**config.mk**
```make
export PLATFORM = sky130hd
export DESIGN_NAME = bot_port_arbiter
export DESIGN_NICKNAME = d
export VERILOG_FILES = /design/src/rtl/bot_port_pkg.sv /design/src/rtl/bot_rr_pick.sv /design/src/rtl/bot_port_arbiter.sv
export SDC_FILE = /design/constraint.sdc
export NUM_CORES = 1
export LEC_CHECK = 0
export BUFFER_PORTS_ARGS = -buffer_cell sky130_fd_sc_hd__buf_2
export CAP_MARGIN = 20
export CORE_UTILIZATION = 45
export DETAILED_ROUTE_END_ITERATION = 8
export PLACE_DENSITY = 0.76
export SLEW_MARGIN = 20
export SYNTH_ARGS = -nofsm -noshare
export SYNTH_HDL_FRONTEND = slang
export SYNTH_SLANG_ARGS = --single-unit
```
**constraint.sdc**
```tcl
create_clock -name clk -period 2.3 [get_ports clk]
set_input_delay 0.23 -clock clk [delete_from_list [all_inputs] [get_ports clk]]
set_output_delay 0.23 -clock clk [all_outputs]
set_load 0.1 [all_outputs]
```
**src/rtl/bot_port_pkg.sv**
```systemverilog
// Shared definitions for the Rojobot/Nexys4 I/O port bus: arbiter states, master index
// and the KCPSM6 port address map used by the bot interface and both bus masters.
package bot_port_pkg;

    typedef enum logic [2:0] {
        StIdle,
        StAddr,
        StStrb,
        StRwait,
        StDone
    } arb_state_e;

    // Master index: m0 = debug UART host bridge, m1 = motion-script engine
    typedef logic mst_idx_t;

    localparam mst_idx_t MST_M0 = 1'b0;
    localparam mst_idx_t MST_M1 = 1'b1;

    // Output ports
    localparam logic [7:0] PA_LEDS      = 8'h02;
    localparam logic [7:0] PA_DIG3      = 8'h03;
    localparam logic [7:0] PA_DIG2      = 8'h04;
    localparam logic [7:0] PA_DIG1      = 8'h05;
    localparam logic [7:0] PA_DIG0      = 8'h06;
    localparam logic [7:0] PA_DP        = 8'h07;
    localparam logic [7:0] PA_MOTCTL_IN = 8'h09;

    // Input ports
    localparam logic [7:0] PA_BTNSW     = 8'h00;
    localparam logic [7:0] PA_SLSWTCH   = 8'h01;
    localparam logic [7:0] PA_LOCX      = 8'h0A;
    localparam logic [7:0] PA_LOCY      = 8'h0B;
    localparam logic [7:0] PA_BOTINFO   = 8'h0C;
    localparam logic [7:0] PA_SENSORS   = 8'h0D;
    localparam logic [7:0] PA_LMDIST    = 8'h0E;
    localparam logic [7:0] PA_RMDIST    = 8'h0F;

    // Read wait count loaded on entry to the read-wait state; out-of-range latencies clamp
    // into the supported 1..3 window.
    function automatic logic [1:0] rd_cnt_init(input int unsigned lat);
        if (lat < 1) begin
            return 2'd1;
        end else if (lat > 3) begin
            return 2'd3;
        end else begin
            return lat[1:0];
        end
    endfunction

endpackage

```
**src/rtl/bot_rr_pick.sv**
```systemverilog
// Two-way request picker: round-robin on ties, or strict m0 priority when
// BOT_ARB_FIXED_PRIO_EN is defined.
module bot_rr_pick
    import bot_port_pkg::*;
(
    input  logic [1:0] req,
    input  mst_idx_t   last_gnt,
    output mst_idx_t   winner
);

`ifdef BOT_ARB_FIXED_PRIO_EN
    logic unused_last_gnt;
    assign unused_last_gnt = last_gnt;

    always_comb begin
        winner = req[0] ? MST_M0 : MST_M1;
    end
`else
    always_comb begin
        winner = MST_M0;
        case (req)
            2'b01:   winner = MST_M0;
            2'b10:   winner = MST_M1;
            2'b11:   winner = ~last_gnt;
            default: winner = MST_M0;
        endcase
    end
`endif

endmodule

```
**src/rtl/bot_port_arbiter.sv**
```systemverilog
// Arbitrates two stallable masters onto the KCPSM6 bot port bus and sequences each grant
// into a timed port write or read. Tie policy selected by BOT_ARB_FIXED_PRIO_EN.
module bot_port_arbiter
    import bot_port_pkg::*;
#(
    parameter int unsigned ADDR_W = 8,
    parameter int unsigned DATA_W = 8,
    parameter int unsigned RD_LAT = 1
) (
    input  logic              clk,
    input  logic              reset,
    input  logic              bus_avail,
    output logic              bus_busy,

    input  logic              m0_req,
    input  logic              m0_we,
    input  logic [ADDR_W-1:0] m0_addr,
    input  logic [DATA_W-1:0] m0_wdata,
    output logic              m0_ack,
    output logic [DATA_W-1:0] m0_rdata,

    input  logic              m1_req,
    input  logic              m1_we,
    input  logic [ADDR_W-1:0] m1_addr,
    input  logic [DATA_W-1:0] m1_wdata,
    output logic              m1_ack,
    output logic [DATA_W-1:0] m1_rdata,

    output logic [ADDR_W-1:0] port_id,
    output logic [DATA_W-1:0] out_port,
    output logic              write_strobe,
    output logic              read_strobe,
    input  logic [DATA_W-1:0] in_port
);

    localparam logic [1:0] RD_CNT_INIT = rd_cnt_init(RD_LAT);

    arb_state_e        state_q;
    mst_idx_t          last_gnt_q;
    mst_idx_t          gnt_q;
    logic              we_q;
    logic [1:0]        cnt_q;
    logic              bus_busy_q;
    logic [ADDR_W-1:0] port_id_q;
    logic [DATA_W-1:0] out_port_q;
    logic              write_strobe_q;
    logic              read_strobe_q;
    logic              m0_ack_q;
    logic              m1_ack_q;
    logic [DATA_W-1:0] m0_rdata_q;
    logic [DATA_W-1:0] m1_rdata_q;

    mst_idx_t          winner;

    bot_rr_pick u_pick (
        .req      ({m1_req, m0_req}),
        .last_gnt (last_gnt_q),
        .winner   (winner)
    );

    always_ff @(posedge clk or posedge reset) begin
        if (reset) begin
            state_q        <= StIdle;
            last_gnt_q     <= MST_M1;
            gnt_q          <= MST_M0;
            we_q           <= 1'b0;
            cnt_q          <= 2'd0;
            bus_busy_q     <= 1'b0;
            port_id_q      <= '0;
            out_port_q     <= '0;
            write_strobe_q <= 1'b0;
            read_strobe_q  <= 1'b0;
            m0_ack_q       <= 1'b0;
            m1_ack_q       <= 1'b0;
            m0_rdata_q     <= '0;
            m1_rdata_q     <= '0;
        end else begin
            // Strobes and acks are single-cycle; each state re-asserts only what it needs.
            write_strobe_q <= 1'b0;
            read_strobe_q  <= 1'b0;
            m0_ack_q       <= 1'b0;
            m1_ack_q       <= 1'b0;

            case (state_q)
                StIdle: begin
                    if (bus_avail && (m0_req || m1_req)) begin
                        gnt_q      <= winner;
                        last_gnt_q <= winner;
                        we_q       <= (winner == MST_M1) ? m1_we    : m0_we;
                        port_id_q  <= (winner == MST_M1) ? m1_addr  : m0_addr;
                        out_port_q <= (winner == MST_M1) ? m1_wdata : m0_wdata;
                        bus_busy_q <= 1'b1;
                        state_q    <= StAddr;
                    end
                end

                StAddr: begin
                    if (we_q) begin
                        write_strobe_q <= 1'b1;
                        state_q        <= StStrb;
                    end else begin
                        cnt_q         <= RD_CNT_INIT;
                        read_strobe_q <= (RD_CNT_INIT == 2'd1);
                        state_q       <= StRwait;
                    end
                end

                StStrb: begin
                    m0_ack_q <= (gnt_q == MST_M0);
                    m1_ack_q <= (gnt_q == MST_M1);
                    state_q  <= StDone;
                end

                StRwait: begin
                    if (cnt_q == 2'd1) begin
                        if (gnt_q == MST_M0) begin
                            m0_rdata_q <= in_port;
                        end else begin
                            m1_rdata_q <= in_port;
                        end
                        m0_ack_q <= (gnt_q == MST_M0);
                        m1_ack_q <= (gnt_q == MST_M1);
                        state_q  <= StDone;
                    end else begin
                        // Strobe is registered, so raise it one count early to land in
                        // the last wait cycle.
                        read_strobe_q <= (cnt_q == 2'd2);
                        cnt_q         <= cnt_q - 2'd1;
                    end
                end

                StDone: begin
                    bus_busy_q <= 1'b0;
                    state_q    <= StIdle;
                end

                default: begin
                    bus_busy_q <= 1'b0;
                    state_q    <= StIdle;
                end
            endcase
        end
    end

    assign bus_busy     = bus_busy_q;
    assign port_id      = port_id_q;
    assign out_port     = out_port_q;
    assign write_strobe = write_strobe_q;
    assign read_strobe  = read_strobe_q;
    assign m0_ack       = m0_ack_q;
    assign m1_ack       = m1_ack_q;
    assign m0_rdata     = m0_rdata_q;
    assign m1_rdata     = m1_rdata_q;

endmodule

```
==> metrics, run 1 <==
status=completed; global-route wire length before repair=about 6600 um; Final period util=76.4%; Initial Util=between 40% and 50%; Syn-to-layout area delta=28.3%; die width=69.3 um; unrepaired setup endpoints after global routing=no; crit-path cells=inv_1, ha_1, and4b_1, mux2_2; vias in the first global route=around 1500; CP endpoint=m0_rdata[2]; Worst Hold Margin=171 ps; All-Layer GR Usage=17.5%; total clock sinks=45; vias post-DR=approximately 1400; antenna diode count=0; Setup Crit Path Kind=reg -> reg; endpoints failing hold=0; Max Fanout on Critical Path=8; die area=between 0.004 and 0.005 mm^2; Final GP Congestion=between 0.7 and 0.8; max incr delay on CP=490 ps; H-Tree Depth=2; worst setup path startpoint=cnt_q[1]; hold_sp=in_port[5]; register area share after synthesis=between 50% and 60%; FILL cells=346; layout cells sized above 1=between 60% and 70%; routed len/inst=13.7 um; Max Cap Violations=0; Syn Nets=~190; reg2reg start=cnt_q[1]; syn_area_per_cell=~15 um^2; worst r2r dst=m0_rdata[2]; Ports=84; Tightest Hold Check Type=in -> reg; Synth area leader=dfrtp_1; worst slew pin tran=roughly 500 ps; Slew headroom=66.7%; Synth Register Bits=45; crit path time final=1760 ps; DRT iter0 DRCs=between 50 and 60; grt ovf=0; IO buf count=83; Achievable Freq=569 MHz; Synth Instances=about 140; pin count of the biggest net entering global routing=34; FF/Latch Area=~0.0011 mm^2; clock skew=~6.6 ps; DRC=0; Final Setup Violations=0; Total Nets Final=approximately 270; HPWL Detailed=~2900 um; worst path arrival time=between 1500 and 2000 ps; Fin Setup TNS=0 ps; area of the multi-input gates=836 um^2; crit end category=register; std cell rows=24; Netlist Area Pre-Place=between 0.002 and 0.0025 mm^2; Register-to-Register Setup Slack=~540 ps; clock root cell=clkbuf_8; post-synth top area share=54.1%; length in cells of the worst reg-to-reg path=4; initial antenna violation count=0; slowest CP cell=and4b_1; post-route ant nets=0; Area contributors post-synth=dfrtp_1 (54%), mux2_2 (24%), mux2_4 (7.4%), dfstp_2 (1.3%), ha_1 (1.2%); CTS tree=yes; DR vias/cell=approximately 5.0; Core Region=between 0.004 and 0.005 mm^2; Req. time, crit path=2480 ps; Die Y=69.3 um; WL final=approximately 3800 um; Clk pin slew, worst setup/hold paths=80 ps; first drt pass iteration count=4; startpoint types=register; CTS Buf Count=5; Warnings, synthesis=0; later-pin clock latency in the skew report=about 300 ps; Clock Path Buffers=2; Final Max Tran Viols=0; synth unique cells=29
==> area by class of cell <==
type	instances	share of cell area (%)
Clock buffer	7	3.31
Tap cell	52	2.49
Sequential cell	45	43.2
Inverter	5	0.719
Clock inverter	1	1.15
Timing Repair Buffer	87	17.2
Multi-Input combinational cell	81	32.0
==> critical path, delay by kind of cell (launching register included) <==
family / cells / cell delay, ps
mux: 1 / 380
flops: 1 / 410
fa+ha+maj: 1 / 300
buf+inv: 1 / 70
simple gates: 1 / 490
==> cells in the mapped netlist (all sizes together) <==
master	count
a21boi	1
a21oi	3
a22oi	2
and2	1
and4b	1
buf	7
clkbuf	1
dfrtp	44
dfstp	1
ha	2
inv	5
mux2	53
nand2	1
nand2b	3
nand3	1
nand4	1
nor2	2
nor2b	2
nor3	1
nor3b	1
nor4	2
o21ai	2
o2bb2ai	1
or3	1
==> state kept, by name, indices dropped and copies added, names as in the netlist, 2 cells and up <==
| register | flops |
|---|---|
| cnt_q | 2 |
| port_id | 8 |
| m1_rdata | 8 |
| m0_rdata | 8 |
| state_q | 3 |
| out_port | 8 |
==> routing by layer <==
layer	vias up	global-route usage, %	part of all wire [%]
li1	663	-	-
met4	0	9.30	2.0
met1	667	19.9	41
met2	42	30.1	53
met3	8	4.51	3.9
met5	-	0	0
==> worst min-delay path by stage <==
stage	end	slack (ps)	depth (start not counted)
final	m1_rdata[5]	170	2
after global routing	m1_rdata[5]	160	2
after CTS	m1_rdata[5]	170	2
after detailed placement	m1_rdata[1]	200	2
after global placement	m1_rdata[1]	190	2
after floorplan	m1_rdata[0]	380	1
==> cells in the final DEF (no fill, tap or decap) <==
cell | Yosys | layout
buf_2 | 4 | 83
bufinv_16 | 0 | 1
o2bb2ai_1 | 1 | 1
a21oi_1 | 3 | 3
buf_4 | 1 | 3
clkinv_1 | 0 | 1
nand3_1 | 1 | 1
ha_1 | 2 | 2
nor4_4 | 1 | 1
dlygate4sd3_1 | 0 | 1
a21boi_2 | 0 | 1
nor4_1 | 1 | 1
a22oi_1 | 2 | 2
inv_1 | 5 | 4
clkbuf_1 | 1 | 1
o21ai_0 | 2 | 2
clkbuf_8 | 0 | 6
nor2b_1 | 2 | 2
mux2_2 | 43 | 43
mux2_4 | 10 | 10
nor2_1 | 2 | 2
dfrtp_1 | 44 | 44
nand2_1 | 1 | 1
nor3b_1 | 1 | 1
nand4_1 | 1 | 1
nand2b_1 | 3 | 3
and2_1 | 1 | 1
nor3_1 | 1 | 1
or3_1 | 1 | 1
and4b_1 | 1 | 1
dfstp_2 | 1 | 1
==> repair_timing <==
action	CTS	global route
setup buffers	0	0
resized for setup	0	0
hold buffers	1	0
hold endpoints to repair	12	0
==> stage by stage <==
stage               instance area [um^2]  std cells  setup WS [ps]  utilization (%)
finish                              2610        278            543             60.0
global route                        2610        278            451             60.0
CTS                                 2610        278            536             60.0
detailed placement                  2480        269            555             57.1
global placement                    2480        269            623             57.1
floorplan                           2040        139            621                -
==> cells by family (layout without fill, tap and decap cells) <==
logic type,Yosys count,count (layout),share of synthesized area (%)
AND/OR/NAND/NOR,17,17,5.72
AO/OA/AOI/OAI,9,9,2.77
buffers and inverters,13,100,3.75
multiplexers,53,53,31.2
adder cells (fa/ha/maj),2,2,1.23
flip-flops,45,45,55.4
Power of run 1 is not shown: default switching activity piles up to over one toggle a cycle in this logic, so the estimate is an artifact.
==> inputs of run 2 (changes only) <==
Clock period 2.3 ns to 1.74 ns, I/O delays scaled along.
==> run 2 against run 1 <==
Non-clock buffer count is 3 higher. Sequential share of layout area is 0.21 points lower. Maximum frequency is 8.4% higher. Via count is 0.65% higher. Hold slack worse by 41 ps. Sequential cell count stayed put. Critical endpoint is now m1_rdata[6]. Largest cell class unchanged.
==> metrics, run 2 (same netlist as run 1, synthesis figures left out) <==
endpoints failing hold=0 (unchanged); worst path arrival time=1790 ps (-150 ps); Total Nets Final=277 (+1.1%); startpoint types=register; Final period util=93.1% (+17 points); Achievable Freq=617 MHz (+8.4%); layout cells sized above 1=65.9% (about the same); final worst slack=120 ps (-423 ps); std cell rows=24 (unchanged); hold path endpoint=m0_rdata[1]; Tightest Hold Check Type=in -> reg; Register-to-Register Setup Slack=120 ps (-420 ps); later-pin clock latency in the skew report=280 ps (-20 ps); met1 Use GR=21.8% (+1.8 points); Slew headroom=58.6% (-8.1 points); clock skew=2.57 ps (-3.99 ps); WL final=3910 um (+2.9%); IO buf count=83 (unchanged); reg2reg start=state_q[1]; Hold Path Stages=2 (unchanged); vias in the first global route=1506 (+1.3%); DR vias/cell=4.94 (-0.42%); Setup Buffers After CTS=0 (unchanged); All-Layer GR Usage=18.0% (+0.46 points); Max Cap Violations=0 (unchanged); length in cells of the worst reg-to-reg path=3 (-1); Setup Crit Path Kind=reg -> reg; clock root cell=clkbuf_8; Max Fanout on Critical Path=8 (unchanged); total clock sinks=45 (unchanged); most common library cell in the layout ignoring fill and taps=buf_2; worst slew pin tran=617 ps (+114 ps); CTS Buf Count=5 (unchanged); DRC=0 (unchanged); grt ovf=0 (unchanged); worst setup path startpoint=state_q[1]; met3 global-route usage=4.36% (-0.15 points); Final Max Tran Viols=0 (unchanged); Core Region=0.00435 mm^2 (unchanged); crit end category=register; die area=0.00480 mm^2 (unchanged); Syn-to-layout area delta=28.9%; crit path time final=1620 ps (-137 ps); initial antenna violation count=0 (unchanged); Fin Setup TNS=0 ps (unchanged); Die Y=69.3 um (unchanged); hold_sp=in_port[1]; Post-Place Setup Slack=106 ps (-449 ps); Initial Util=46.8% (unchanged); post-layout util=60.3% (+0.29 points); Clock Path Buffers=2 (unchanged); GR peak layer=met2; Ports=84 (unchanged); HPWL Detailed=2970 um (+3.8%); CTS tree=yes; global-route wire length before repair=6870 um (+4.1%); status=completed; DRT iter0 DRCs=67 (+26%); worst r2r dst=m1_rdata[6]; Clk pin slew, worst setup/hold paths=80 ps (about the same); met2 Use GR=30.7% (+0.65 points); pin count of the biggest net entering global routing=30 (-12%); post-route ant nets=0 (unchanged); Final Setup Violations=0 (unchanged); Req. time, crit path=1910 ps (-570 ps); antenna diode count=0 (unchanged); first drt pass iteration count=4 (unchanged); most frequent cells in the layout=buf_2 (83), dfrtp_1 (44), mux2_2 (43); H-Tree Depth=2 (unchanged); Final GP Congestion=0.804 (+1.3%); routed len/inst=13.9 um (+1.8%); unrepaired setup endpoints after global routing=no; die width=69.3 um (unchanged); vias post-DR=1389 (+0.65%)
[run 2: cell type report]
| type | instances | area (um^2) |
|---|---|---|
| multi-input cells | 81 | 837 |
| repair buffers | 90 | 495 |
| inverters | 5 | 18.8 |
| flip-flops and latches | 45 | 1130 |
| fillers | 353 | 1730 |
| clock buffers | 8 | 80.1 |
| well taps | 52 | 65.1 |
[run 2: how the worst max path moves through the flow]
stage	cells after the start	to	slack (ps)
2_1_floorplan	4	out_port[0]	60
4_1_cts	3	m0_rdata[6]	90
3_3_place_gp	3	m0_rdata[7]	140
5_1_grt	3	m1_rdata[1]	8
3_5_place_dp	3	m0_rdata[6]	110
6_report	3	m1_rdata[6]	120
[run 2: critical path, stage by stage (launching register included)]
cell     delay, ps
dfrtp_1        490
nor2b_1        220
nand4_1        390
mux2_2         410
[run 2: per-stage QoR]
step | instances | hold WS [ps] | cell area, um^2
final | 281 | 130 | 2620
after global routing | 281 | 127 | 2620
after CTS | 281 | 128 | 2620
after detailed placement | 272 | 205 | 2530
after global placement | 272 | 197 | 2530
after floorplan | 139 | 325 | 2040
[run 2: metal layers]
metal / share of wire (%) / vias up / routed length [um]
met3: 3.4 / 8 / 134
li1: - / 669 / -
met2: 54 / 39 / 2120
met5: 0 / - / 0
met1: 41 / 673 / 1590
met4: 1.8 / 0 / 72
[run 2: timing repair]
item	in CTS	in global routing
endpoints found under the setup margin	0	8
hold buffers	1	0
hold endpoints to repair	16	0
resized for setup	0	1
Power of run 2 is left out for the same reason.
